==> src/rtl/muldiv_ctrl_if.sv <==
// Request/result bundle of the mul/div controller, including the operand and
// product lines of the external multiplier.
interface muldiv_ctrl_if;
    logic        req_valid;
    logic        req_ready;
    logic [1:0]  req_op;
    logic [31:0] req_src1;
    logic [31:0] req_src2;
    logic        cancel;
    logic [32:0] mul_a;
    logic [32:0] mul_b;
    logic [65:0] mul_p;
    logic        done;
    logic [31:0] res_hi;
    logic [31:0] res_lo;
    logic        busy;

    modport slave (
        input  req_valid, req_op, req_src1, req_src2, cancel, mul_p,
        output req_ready, mul_a, mul_b, done, res_hi, res_lo, busy
    );

    modport master (
        output req_valid, req_op, req_src1, req_src2, cancel, mul_p,
        input  req_ready, mul_a, mul_b, done, res_hi, res_lo, busy
    );
endinterface

==> src/rtl/muldiv_ctrl.sv <==
// Multi-cycle mult/multu/div/divu controller: feeds an external multiplier and
// runs a 32-step restoring divider. Define MULDIV_DIV0_FAST_EN to finish divide-by-zero in one cycle.
module muldiv_ctrl #(
    parameter int unsigned MULT_LAT = 1
) (
    input  logic         clk,
    input  logic         resetn,
    muldiv_ctrl_if.slave bus
);
    typedef enum logic [2:0] {
        S_IDLE,
        S_MUL,
        S_DIV,
        S_FIX,
        S_DONE
    } state_t;

    localparam logic [3:0] MUL_LAST = 4'(MULT_LAT - 1);

    state_t      state;
    state_t      state_nxt;

    logic        accept;
    logic        op_signed;
    logic        src2_zero;
    logic [31:0] src1_mag;
    logic [31:0] src2_mag;
    logic [32:0] trial;
    logic        mul_last;
    logic        div_last;

    logic [3:0]  mul_cnt;
    logic [4:0]  div_cnt;
    logic [32:0] mul_a_q;
    logic [32:0] mul_b_q;
    logic [31:0] quo_q;
    logic [31:0] rem_q;
    logic [31:0] dsr_q;
    logic        quo_neg_q;
    logic        rem_neg_q;
    logic        div0_q;
    logic [31:0] res_hi_q;
    logic [31:0] res_lo_q;
    logic        mul_p_unused;

    assign accept    = bus.req_valid & (state == S_IDLE) & ~bus.cancel;
    assign op_signed = ~bus.req_op[0];
    assign src2_zero = (bus.req_src2 == 32'd0);
    assign src1_mag  = (op_signed && bus.req_src1[31]) ? (~bus.req_src1 + 32'd1) : bus.req_src1;
    assign src2_mag  = (op_signed && bus.req_src2[31]) ? (~bus.req_src2 + 32'd1) : bus.req_src2;

    // quo_q starts as the dividend magnitude; each step shifts its MSB into the
    // partial remainder and the new quotient bit into its LSB.
    assign trial    = {rem_q, quo_q[31]} - {1'b0, dsr_q};
    assign mul_last = (mul_cnt == MUL_LAST);
    assign div_last = (div_cnt == 5'd31);

    assign bus.req_ready = (state == S_IDLE);
    assign bus.busy      = (state != S_IDLE);
    assign bus.done      = (state == S_DONE);
    assign bus.mul_a     = mul_a_q;
    assign bus.mul_b     = mul_b_q;
    assign bus.res_hi    = res_hi_q;
    assign bus.res_lo    = res_lo_q;

    // The 33x33 product only ever yields 64 meaningful bits.
    assign mul_p_unused = ^bus.mul_p[65:64];

    always_ff @(posedge clk or negedge resetn) begin
        if (!resetn) begin
            state <= S_IDLE;
        end else begin
            // NOTE: sequential state uses non-blocking assignment so every flop samples pre-edge values.
            state <= state_nxt;
        end
    end

    always_comb begin
        // NOTE: default first so no path through the case leaves state_nxt unassigned (no latch).
        state_nxt = state;
        case (state)
            S_IDLE: begin
                if (accept) begin
                    if (!bus.req_op[1]) begin
                        state_nxt = S_MUL;
`ifdef MULDIV_DIV0_FAST_EN
                    end else if (src2_zero) begin
                        state_nxt = S_DONE;
`endif
                    end else begin
                        state_nxt = S_DIV;
                    end
                end
            end
            S_MUL: begin
                if (bus.cancel)    state_nxt = S_IDLE;
                else if (mul_last) state_nxt = S_DONE;
            end
            S_DIV: begin
                if (bus.cancel)    state_nxt = S_IDLE;
                else if (div_last) state_nxt = S_FIX;
            end
            S_FIX: begin
                state_nxt = bus.cancel ? S_IDLE : S_DONE;
            end
            S_DONE: begin
                state_nxt = S_IDLE;
            end
            default: begin
                state_nxt = S_IDLE;
            end
        endcase
    end

    always_ff @(posedge clk or negedge resetn) begin
        if (!resetn) begin
            mul_cnt   <= '0;
            div_cnt   <= '0;
            mul_a_q   <= '0;
            mul_b_q   <= '0;
            quo_q     <= '0;
            rem_q     <= '0;
            dsr_q     <= '0;
            quo_neg_q <= 1'b0;
            rem_neg_q <= 1'b0;
            div0_q    <= 1'b0;
            res_hi_q  <= '0;
            res_lo_q  <= '0;
        end else begin
            case (state)
                S_IDLE: begin
                    if (accept) begin
                        mul_cnt <= '0;
                        div_cnt <= '0;
                        if (!bus.req_op[1]) begin
                            mul_a_q <= {op_signed & bus.req_src1[31], bus.req_src1};
                            mul_b_q <= {op_signed & bus.req_src2[31], bus.req_src2};
                        end else begin
                            quo_q     <= src1_mag;
                            rem_q     <= '0;
                            dsr_q     <= src2_mag;
                            quo_neg_q <= op_signed & (bus.req_src1[31] ^ bus.req_src2[31]);
                            rem_neg_q <= op_signed & bus.req_src1[31];
                            div0_q    <= src2_zero;
`ifdef MULDIV_DIV0_FAST_EN
                            if (src2_zero) begin
                                res_hi_q <= bus.req_src1;
                                res_lo_q <= 32'hFFFF_FFFF;
                            end
`endif
                        end
                    end
                end
                S_MUL: begin
                    if (!bus.cancel) begin
                        mul_cnt <= mul_cnt + 4'd1;
                        if (mul_last) begin
                            res_hi_q <= bus.mul_p[63:32];
                            res_lo_q <= bus.mul_p[31:0];
                        end
                    end
                end
                S_DIV: begin
                    if (!bus.cancel) begin
                        div_cnt <= div_cnt + 5'd1;
                        if (!trial[32]) begin
                            rem_q <= trial[31:0];
                            quo_q <= {quo_q[30:0], 1'b1};
                        end else begin
                            rem_q <= {rem_q[30:0], quo_q[31]};
                            quo_q <= {quo_q[30:0], 1'b0};
                        end
                    end
                end
                S_FIX: begin
                    // A zero divisor leaves |dividend| in rem_q, so the sign fix restores src1 there.
                    if (!bus.cancel) begin
                        res_hi_q <= rem_neg_q ? (~rem_q + 32'd1) : rem_q;
                        if (div0_q)         res_lo_q <= 32'hFFFF_FFFF;
                        else if (quo_neg_q) res_lo_q <= ~quo_q + 32'd1;
                        else                res_lo_q <= quo_q;
                    end
                end
                default: begin
                end
            endcase
        end
    end
endmodule

==> src/flat_wrapper.sv <==
// flat-port wrapper written by rule: the top's interface ports become plain ports
module muldiv_ctrl_flat 
#(
    parameter int unsigned MULT_LAT = 1
)
  (clk, resetn, bus_req_valid, bus_req_op, bus_req_src1, bus_req_src2, bus_cancel, bus_mul_p, bus_req_ready, bus_mul_a, bus_mul_b, bus_done, bus_res_hi, bus_res_lo, bus_busy);
  muldiv_ctrl_if bus_i ();
  input  logic clk;
  input  logic resetn;
  input wire logic [$bits(bus_i.req_valid)-1:0] bus_req_valid;
  input wire logic [$bits(bus_i.req_op)-1:0] bus_req_op;
  input wire logic [$bits(bus_i.req_src1)-1:0] bus_req_src1;
  input wire logic [$bits(bus_i.req_src2)-1:0] bus_req_src2;
  input wire logic [$bits(bus_i.cancel)-1:0] bus_cancel;
  input wire logic [$bits(bus_i.mul_p)-1:0] bus_mul_p;
  output wire logic [$bits(bus_i.req_ready)-1:0] bus_req_ready;
  output wire logic [$bits(bus_i.mul_a)-1:0] bus_mul_a;
  output wire logic [$bits(bus_i.mul_b)-1:0] bus_mul_b;
  output wire logic [$bits(bus_i.done)-1:0] bus_done;
  output wire logic [$bits(bus_i.res_hi)-1:0] bus_res_hi;
  output wire logic [$bits(bus_i.res_lo)-1:0] bus_res_lo;
  output wire logic [$bits(bus_i.busy)-1:0] bus_busy;
  assign bus_i.req_valid = bus_req_valid;
  assign bus_i.req_op = bus_req_op;
  assign bus_i.req_src1 = bus_req_src1;
  assign bus_i.req_src2 = bus_req_src2;
  assign bus_i.cancel = bus_cancel;
  assign bus_i.mul_p = bus_mul_p;
  assign bus_req_ready = bus_i.req_ready;
  assign bus_mul_a = bus_i.mul_a;
  assign bus_mul_b = bus_i.mul_b;
  assign bus_done = bus_i.done;
  assign bus_res_hi = bus_i.res_hi;
  assign bus_res_lo = bus_i.res_lo;
  assign bus_busy = bus_i.busy;
  muldiv_ctrl #(.MULT_LAT(MULT_LAT)) u_core (.clk(clk), .resetn(resetn), .bus(bus_i));
endmodule
==> config.mk <==
export PLATFORM = sky130hd
export DESIGN_NAME = muldiv_ctrl_flat
export DESIGN_NICKNAME = d
export VERILOG_FILES = /design/src/rtl/muldiv_ctrl_if.sv /design/src/rtl/muldiv_ctrl.sv /design/src/flat_wrapper.sv
export SDC_FILE = /design/constraint.sdc
export NUM_CORES = 1
export LEC_CHECK = 0
export CAP_MARGIN = 10
export CORE_ASPECT_RATIO = 0.75
export CORE_UTILIZATION = 57
export DETAILED_ROUTE_END_ITERATION = 8
export HOLD_SLACK_MARGIN = 0.05
export PLACE_DENSITY_LB_ADDON = 0.3
export SETUP_SLACK_MARGIN = 0.02
export SKIP_LAST_GASP = 1
export SLEW_MARGIN = 40
export SYNTH_ARGS = -nofsm -noshare
export SYNTH_HDL_FRONTEND = slang
export SYNTH_SLANG_ARGS = --single-unit
==> constraint.sdc <==
create_clock -name clk -period 6.6 [get_ports clk]
set_input_delay 1.32 -clock clk [delete_from_list [all_inputs] [get_ports clk]]
set_output_delay 1.32 -clock clk [all_outputs]
set_load 0.1 [all_outputs]
# Word-level counts from Yosys, hierarchy flattened
# Index checks and enable logic that the tools add are counted.
# Widths: inputs -> output; s select.
[totals]
out_inout_bits = 133
word_cells = 99
reg_bits = 241
inputBits = 136
[classes]
mux = 37
addsub = 7
n_bitwise = 13
reduce_logical = 16
n_eq_ne = 13
[ops]
columns = ["cell", "n"]
rows = [
  ["$mux 32", 18],
  ["$pmux 32 s2", 4],
  ["$add 32x1->32 const B", 4],
  ["$not 32->32", 4],
  ["$sub 33x32->33", 1],
  ["$logic_not 32->1", 1],
  ["$mux 3", 6],
  ["$reduce_and 3->1", 5],
  ["$pmux 3 s4", 1],
  ["$mux 5", 2],
  ["$pmux 5 s2", 1],
  ["$mux 4", 2],
  ["$ne 2x2->1 const B", 4],
  ["$pmux 4 s2", 1],
  ["$reduce_and 4->1", 2],
  ["$eq 3x2->1 const B", 2],
  ["$ne 3x2->1 const B", 2],
  ["$reduce_bool 2->1", 3],
  ["$add 5x1->5 const B", 1],
  ["$and 1x1->1", 5],
  ["$eq 5x5->1 const B", 1],
  ["$add 4x1->4 const B", 1],
  ["$logic_not 4->1", 1],
  ["$ne 2x1->1 const B", 2],
  ["9 further kinds", 12],
]

# Longest topological paths before layout
# Gate-level depths: netlist of the first run.
[depth]
ltp_word = 6
depth_mapped = 14
ltp_nobuf = 12

# Least setup slack after synthesis of the first run
# OpenSTA, ideal clock, no wires.
[synth_path]
kind = "reg2out"
startpoint = "register u_core.state[1]"
endpoint = "output bus_done"
path_buffers = 1
slack_ps = 2530
required_ps = 5280
path_stages_with_launch = 3
arrival_ps = 2750
cell_sequence = "dfrtp_1 > clkbuf_1 > nor3b_1"
[synth_via]
elab_chain_cells = 1
[synth_rtl]
columns = ["element", "line_no", "text"]
rows = [
  ["start, declared", "muldiv_ctrl.sv:20", "state_t state;"],
  ["start signal, assigned", "muldiv_ctrl.sv:74", "state <= state_nxt;"],
  ["$eq 3x3->1", "muldiv_ctrl.sv:60", "assign bus.done = (state == S_DONE);"],
  ["end, declared", "flat_wrapper.sv:19", "output wire logic [$bits(bus_i.done)-1:0] bus_done;"],
]
# No other way between the ends.

# Final worst setup path of the first run
[layout_path]
startpoint = "input bus_req_src1[6]"
endpoint = "register u_core.quo_q[29]"
[layout_via]
elab_chain_cells = 6
[layout_rtl]
columns = ["element", "line_no", "text"]
rows = [
  ["start, declared", "flat_wrapper.sv:12", "input wire logic [$bits(bus_i.req_src1)-1:0] bus_req_src1;"],
  ["$not 32->32", "muldiv_ctrl.sv:49", "assign src1_mag = (op_signed && bus.req_src1[31]) ? (~bus.req_src1 + 32'd1) : bus.req_src1;"],
  ["$add 32x1->32", "muldiv_ctrl.sv:49", ""],
  ["$mux 32", "muldiv_ctrl.sv:49", ""],
  ["$mux 32", "muldiv_ctrl.sv:135", "if (!bus.req_op[1]) begin"],
  ["$mux 32", "muldiv_ctrl.sv:132", "if (accept) begin"],
  ["$pmux 32 s2", "muldiv_ctrl.sv:130", "case (state)"],
  ["end signal, assigned", "muldiv_ctrl.sv:139", "quo_q <= src1_mag;"],
  ["end signal, assigned", "muldiv_ctrl.sv:168", "quo_q <= {quo_q[30:0], 1'b1};"],
  ["end signal, assigned", "muldiv_ctrl.sv:171", "quo_q <= {quo_q[30:0], 1'b0};"],
  ["end, declared", "muldiv_ctrl.sv:36", "logic [31:0] quo_q;"],
]
# No other way between the ends. The select of a mux whose other input is x is not followed.
# A chain may end at the register's enable or synchronous reset.

==> impl_results.md, run 1 <==
- Area leader, netlist: dfrtp_1
- 1st-iter DRT viols: between 1000 and 1500
- Clock Skew: 0.0106 ns
- EDFF count, synth: 0
- Synthesized area: ~0.014 sq mm
- PnR Total Power: just under 10 mW
- Area grow syn2layout: 20.9%
- Grt met1 use: between 50% and 60%
- MaxCap Viol Count: 0
- RSZ-0062 raised after global routing: no
- I/O Buffers: 266
- Worst hold path startpoint: u_core.bus.res_lo[3]$_DFFE_PN0P_
- Final Hold Viols: 0
- Relative slew slack: 48.4%
- DRC: 0
- First-pass GRT wire length: slightly above 60000 um
- Final #Nets: roughly 2000
- # setup viols final: 0
- Vias in the first global route: between 10000 and 15000
- Setup bufs post-CTS: 0
- Worst EP arrival: about 4.4 ns
- HP Class: reg2reg
- N_diodes: 0
- Post-synth top area share: a little over two fifths
- Setup Total Neg Slack: 0 ns
- Clk slew on worst S/H paths: 0.06 ns
- Worst path cell trace: clkdlybuf4s50_1 > or4_1 > or3_1 > nor3_1 > nor3b_1 > and2_1 > a21oi_1 > xor2_1 > mux2i_1 > o21ai_0
- Netlist cell types: 67
- Fmax: approximately 250 MHz
- Gate count after technology mapping: between 1500 and 2000
- CTS Sinks: ~240
- Share of layout cells above drive strength 1: ~14%
- Leak Pwr: 7.82 nW
- Met3 track demand over resource: approximately 6%
- Area post-placement: 0.0165 sq mm
- Seq cells post-synth: 241
- FF-to-FF Start: u_core.quo_q[31]$_DFFE_PN0P_
- Dominant cells by area after synthesis: dfrtp_1 (42%), o21ai_0 (8.6%), nand2_1 (7.0%)
- Post-route clock period utilization: about three fifths
- Kind of critical path: in2reg
- Initial antenna violation count: 0
- # hold bufs at CTS: 0
- Antenna-violating nets left: 0
- CTS Root Cell: clkbuf_16
- DIE HEIGHT: 139 um
- TritonCTS clock tree: done
- Clock Tree Buf Depth: 3
- Initial DRT Pass Iterations: 5
- Crit-path max cell delay: 0.55 ns
- Synth Warn #: 0
- Drt wl/cell: 18.1 um
- Row cnt: 49
- Avg Vias per Cell: 5.85
- Final wirelength: 39200 um
- Critical path endpoint category: register
- Final Slew Violations: 0
- Met2 Resource Use GR: between 30 and 40%
- Syn nets: 1793
- Post-synthesis sequential area ratio: a little over two fifths
- Async set or reset register ratio after synthesis: 100%
- Total congestion overflow: 0
- Vias post-DR: between 10000 and 15000
- Core ar.: approximately 0.024 sq mm
- Crit Path Max Fanout: 6
- Crit path max-delay cell type: or4_1
- Die area: about 0.026 sq mm
- Worst setup path startpoint: bus_req_src1[6]
- Pwr/cell area: 557 mW/mm^2
- Final min period: between 3 and 4 ns
- Hpwl dp: between 20000 and 30000 um
- Avg Inst Size Synth: around 8.9 sq um
- WP data required: 7.05 ns
- H-tree depth: 1
- Clk_lat worst skew: 0.53 ns
- Die width: ~190 um
- Max VDD drop: ~410 uV
- Startpoint types: primary input
- Least-Margin Pin Slew: about 0.77 ns
- CTS Buf Count: 25
- Design area: around 0.017 sq mm
- Num ports: between 200 and 300
- Pin count of the biggest net entering global routing: 143
- GPL Wtd Cong: roughly 0.97
- Layer with the highest usage: met1
- Post-CTS Resized: 0
- Outcome: completed
- Prevailing post-synth register cell: dfrtp_1
- Initial Utilization: roughly three fifths
- Total Routing Usage GR: 30.3%
-- cell usage in the layout (no fill, tap or decap), types with 4 or more instances in the layout --
cell type / netlist / final
a31oi_1: 5 / 5
a21o_1: 16 / 16
mux2_2: 54 / 54
mux2i_1: 24 / 24
or3_4: 3 / 4
clkbuf_8: 3 / 6
ha_1: 40 / 40
o22ai_1: 33 / 32
xnor2_1: 76 / 76
o211ai_1: 7 / 7
o311ai_0: 19 / 19
o31ai_1: 26 / 26
nor2b_1: 12 / 11
nor3_1: 21 / 21
clkdlybuf4s50_1: 0 / 132
or3_1: 14 / 12
o21a_1: 6 / 6
o41ai_1: 13 / 13
or2_2: 4 / 4
buf_2: 2 / 133
a21oi_1: 60 / 59
nor2_1: 66 / 65
clkbuf_1: 78 / 6
nand2b_1: 12 / 11
or4_1: 11 / 11
o21ai_0: 246 / 246
xor2_1: 71 / 71
nor3b_1: 4 / 4
or4_4: 4 / 4
dfrtp_1: 241 / 239
nor4_1: 11 / 11
inv_1: 59 / 59
nand3_1: 30 / 30
and2_1: 5 / 5
nand2_1: 269 / 267
a32oi_1: 4 / 4
and3_1: 4 / 4
nand4_1: 7 / 7
clkbuf_16: 0 / 25
a21boi_0: 6 / 6
-- cells in the mapped netlist (4+ instances only) --
| master | n |
|---|---|
| nor3_1 | 21 |
| o311ai_0 | 19 |
| a32oi_1 | 4 |
| nand2_1 | 269 |
| xnor2_1 | 76 |
| o211ai_1 | 7 |
| clkbuf_1 | 78 |
| a21o_1 | 16 |
| xor2_1 | 71 |
| ha_1 | 40 |
| o22ai_1 | 33 |
| and3_1 | 4 |
| o41ai_1 | 13 |
| dfrtp_1 | 241 |
| nand4_1 | 7 |
| nor3b_1 | 4 |
| or3_1 | 14 |
| nand2b_1 | 12 |
| o21ai_0 | 246 |
| a21oi_1 | 60 |
| nor4_1 | 11 |
| a211oi_1 | 4 |
| o21a_1 | 6 |
| a21boi_0 | 6 |
| and2_1 | 5 |
| buf_1 | 7 |
| nor2_1 | 66 |
| nor2b_1 | 12 |
| or2_2 | 4 |
| or4_4 | 4 |
| mux2_2 | 54 |
| or4_1 | 11 |
| nand3_1 | 30 |
| a31oi_1 | 5 |
| o31ai_1 | 26 |
| inv_1 | 59 |
| mux2i_1 | 24 |
-- per-layer routing --
metal,part of all wire (%),vias up,wire length (um)
li1,-,6139,-
met1,49,5980,19200
met2,39,554,15300
met3,10,43,4020
met4,1.7,0,665
met5,0,-,0
-- flip-flops by register name (all words and copies together) (netlist names) --
register	count
u_core.bus.mul_b	33
u_core.quo_q	32
u_core.mul_cnt	4
u_core.rem_q	32
u_core.rem_neg_q	1
u_core.quo_neg_q	1
u_core.dsr_q	32
u_core.div0_q	1
u_core.state	3
u_core.div_cnt	5
u_core.bus.res_hi	32
u_core.bus.res_lo	32
u_core.bus.mul_a	33
-- final cells by class --
cell class / instances / area (sq um)
fill: 1909 / 7020
timing repair buffer: 276 / 2150
clock buffer: 37 / 731
tap: 331 / 414
inverter: 59 / 221
multi-input combinational: 1224 / 7740
clock inverter: 4 / 23.8
sequential: 241 / 6030
-- stage by stage --
stage	std cells	utilization (%)	hold slack (ns)	setup WS, ns
CTS	2170	70.9	0.477	2.67
global placement	2128	70.3	0.460	2.12
floorplan	1616	-	0.450	2.53
finish	2172	71.1	0.470	2.60
detailed placement	2129	67.8	0.464	2.12
global route	2172	71.1	0.495	2.35
-- final timing paths --
kind	endpoint	slack, ns	cells past startpoint
max	u_core.quo_q[29]$_DFFE_PN0P_	2.60	10
min	u_core.bus.res_lo[3]$_DFFE_PN0P_	0.47	2
max reg2reg	u_core.rem_q[10]$_DFFE_PN0P_	2.74	13
min reg2reg	u_core.bus.res_lo[3]$_DFFE_PN0P_	0.47	2
max in group asynchronous	u_core.dsr_q[6]$_DFFE_PN0P_	4.48	4
min in group asynchronous	u_core.bus.res_lo[6]$_DFFE_PN0P_	0.69	1
-- logic make-up after synthesis --
family / synth area share (%)
flip-flops: 42.1
AO/OA/AOI/OAI: 19.4
XOR/XNOR: 8.99
multiplexers: 5.92
adder cells (fa/ha/maj): 3.63
AND/OR/NAND/NOR: 15.6
buffers and inverters: 4.29
-- power by group --
| part | internal (mW) | total [mW] | switching [mW] |
|---|---|---|---|
| Clock | 0.759 | 1.34 | 0.584 |
| Sequential | 2.04 | 2.60 | 0.566 |
| Combinational | 1.49 | 5.69 | 4.20 |
-- worst max-delay path, delay by kind of cell --
kind | cells | cell delay, ns
buf+inv | 1 | 0.54
xor+xnor | 1 | 0.24
compound gates | 2 | 0.24
mux | 1 | 0.11
simple gates | 5 | 1.98
Note: power is estimated with default switching activity, not from simulation.
==> run 2, diff against run 1 <==
CORE_UTILIZATION = 53   (was 57)
clock period = 4.1 ns   (was 6.6 ns; I/O delays follow)
==> run 2 against run 1 <==
Net effect: combinational power rose by 64%; via count is 0.16% higher; clock skew increased by 0.0035 ns; total power is 62% higher; count of clock-buffer cells in the layout down 8.
==> impl_results.md, run 2 (same netlist as run 1, synthesis figures left out) <==
- Critical path endpoint category: register
- Avg Vias per Cell: about 5.8
- Area post-placement: between 0.015 and 0.02 sq mm
- DIE HEIGHT: approximately 140 um
- PnR Total Power: 15.7 mW
- TritonCTS clock tree: done
- Num ports: between 200 and 300
- RSZ-0062 raised after global routing: no
- GPL Wtd Cong: approximately 0.94
- Leak Pwr: between 7 and 8 nW
- Vias post-DR: between 10000 and 15000
- Core ar.: ~0.026 sq mm
- Setup WS post-layout: ~0.32 ns
- Final #Nets: between 2000 and 2500
- Initial Utilization: a little over half
- Inst Count DP: 2159
- Antenna-violating nets left: 0
- Design area: 0.0175 sq mm
- Final Hold Viols: 0
- Final Slew Violations: 0
- # setup viols final: 0
- Worst path cell trace: inv_1 > ha_1 > fa_1 > nor2b_1 > o2111ai_1 > a21boi_0 > o2111ai_1 > a21oi_1 > a311oi_1 > a211oi_4 > buf_12 > mux2i_1 > o21ai_0
- MaxCap Viol Count: 0
- Crit Path Max Fanout: 43
- Drt wl/cell: approximately 18 um
- Total congestion overflow: 0
- # hold bufs at CTS: 0
- Clock Skew: around 0.014 ns
- Post-CTS Resized: 0
- WHS: approximately 0.26 ns
- 1st-iter DRT viols: slightly above 900
- Met2 WL: around 15000 um
- Area grow syn2layout: 21.8%
- Die width: 192 um
- H-tree depth: 1
- Total Routing Usage GR: 28.9%
- Worst EP arrival: roughly 4.2 ns
- WP data required: ~4.5 ns
- Met3 Wirelength: between 4000 and 5000 um
- Commonest non-fill, non-tap cell in the layout: nand2_1
- Initial antenna violation count: 1
- Vias in the first global route: about 12000
- Top layer in use: met4
- Post-route clock period utilization: 92.2%
- Clk_lat worst skew: approximately 0.53 ns
- Most frequent cells in the layout: nand2_1 (268), o21ai_0 (246), dfrtp_1 (239)
- Final min period: 3.78 ns
- Row cnt: 51
- Crit-path max cell delay: 0.45 ns
- Setup Total Neg Slack: 0 ns
- Outcome: completed
- Startpoint types: register
- Crit-path leading delay family: compound AO/OA/AOI/OAI gates
- Kind of critical path: reg2reg
- Max VDD drop: 989 uV
- Share of layout cells above drive strength 1: around 15%
- CTS Sinks: approximately 240
- CTS Buf Count: 25
- Clock Tree Buf Depth: 3
- DRC: 0
- Setup bufs post-CTS: 0
- I/O Buffers: 266
- Hpwl dp: roughly 30000 um
- Clk slew on worst S/H paths: around 0.060 ns
- Cell mode on critical path: o2111ai_1
- Final wirelength: 39900 um
- HP Class: in2async
- Initial DRT Pass Iterations: 5
- Pwr/cell area: ~900 mW/mm^2
- M1 wire length: between 20000 and 25000 um
- Die area: around 0.028 sq mm
- Place WS: 0.351 ns
- First-pass GRT wire length: about 63000 um
- CTS Root Cell: clkbuf_16
- CP Buf/Inv Count: 2
- Final core utilization: 66.5%
- Least-Margin Pin Slew: about 0.75 ns
- Crit path max-delay cell type: a21boi_0
- Fmax: about 260 MHz
- Pin count of the biggest net entering global routing: 82
- Final cell count without fillers: around 2200
- Relative slew slack: roughly half
[run 2: worst register-to-register path: stages (launching register included)]
cell and delay, ns:
dfrtp_1 0.40, inv_1 0.10, ha_1 0.22, fa_1 0.41, nor2b_1 0.18, o2111ai_1 0.16
a21boi_0 0.45, o2111ai_1 0.19, a21oi_1 0.31, a311oi_1 0.21, a211oi_4 0.43, buf_12 0.28
mux2i_1 0.23, o21ai_0 0.08
[run 2: power by group]
group / total, mW / switching, mW / internal (mW)
registers: 4.18 / 0.897 / 3.28
logic: 9.31 / 6.85 / 2.47
clock network: 2.17 / 0.967 / 1.20
total: 15.7 / 8.71 / 6.95
[run 2: per-layer routing]
layer	global-route usage, %	up-vias
met3	6.62	37
met4	4.85	0
met1	47.3	6006
li1	-	6170
met5	0	-
met2	38.1	523
[run 2: path summary, 6_finish.rpt]
path | startpoint | cells after the start | endpoint | slack, ns
max reg2reg | u_core.quo_q[31]$_DFFE_PN0P_ | 13 | u_core.rem_q[14]$_DFFE_PN0P_ | 0.32
min | resetn | 1 | u_core.bus.res_lo[19]$_DFFE_PN0P_ | 0.26
min in group clk | u_core.bus.res_lo[19]$_DFFE_PN0P_ | 2 | u_core.bus.res_lo[19]$_DFFE_PN0P_ | 0.48
max | u_core.quo_q[31]$_DFFE_PN0P_ | 13 | u_core.rem_q[14]$_DFFE_PN0P_ | 0.32
max in group asynchronous | resetn | 2 | u_core.bus.res_hi[30]$_DFFE_PN0P_ | 2.83
min reg2reg | u_core.bus.res_lo[19]$_DFFE_PN0P_ | 2 | u_core.bus.res_lo[19]$_DFFE_PN0P_ | 0.48
[run 2: final cells by class]
cell class | count | area [sq um]
diodes | 1 | 2.50
clock buffers | 29 | 651
clock inverters | 15 | 114
fillers | 2152 | 8770
inverters | 59 | 221
multi-input cells | 1224 | 7730
flip-flops and latches | 241 | 6030
well taps | 344 | 430
repair buffers | 291 | 2270
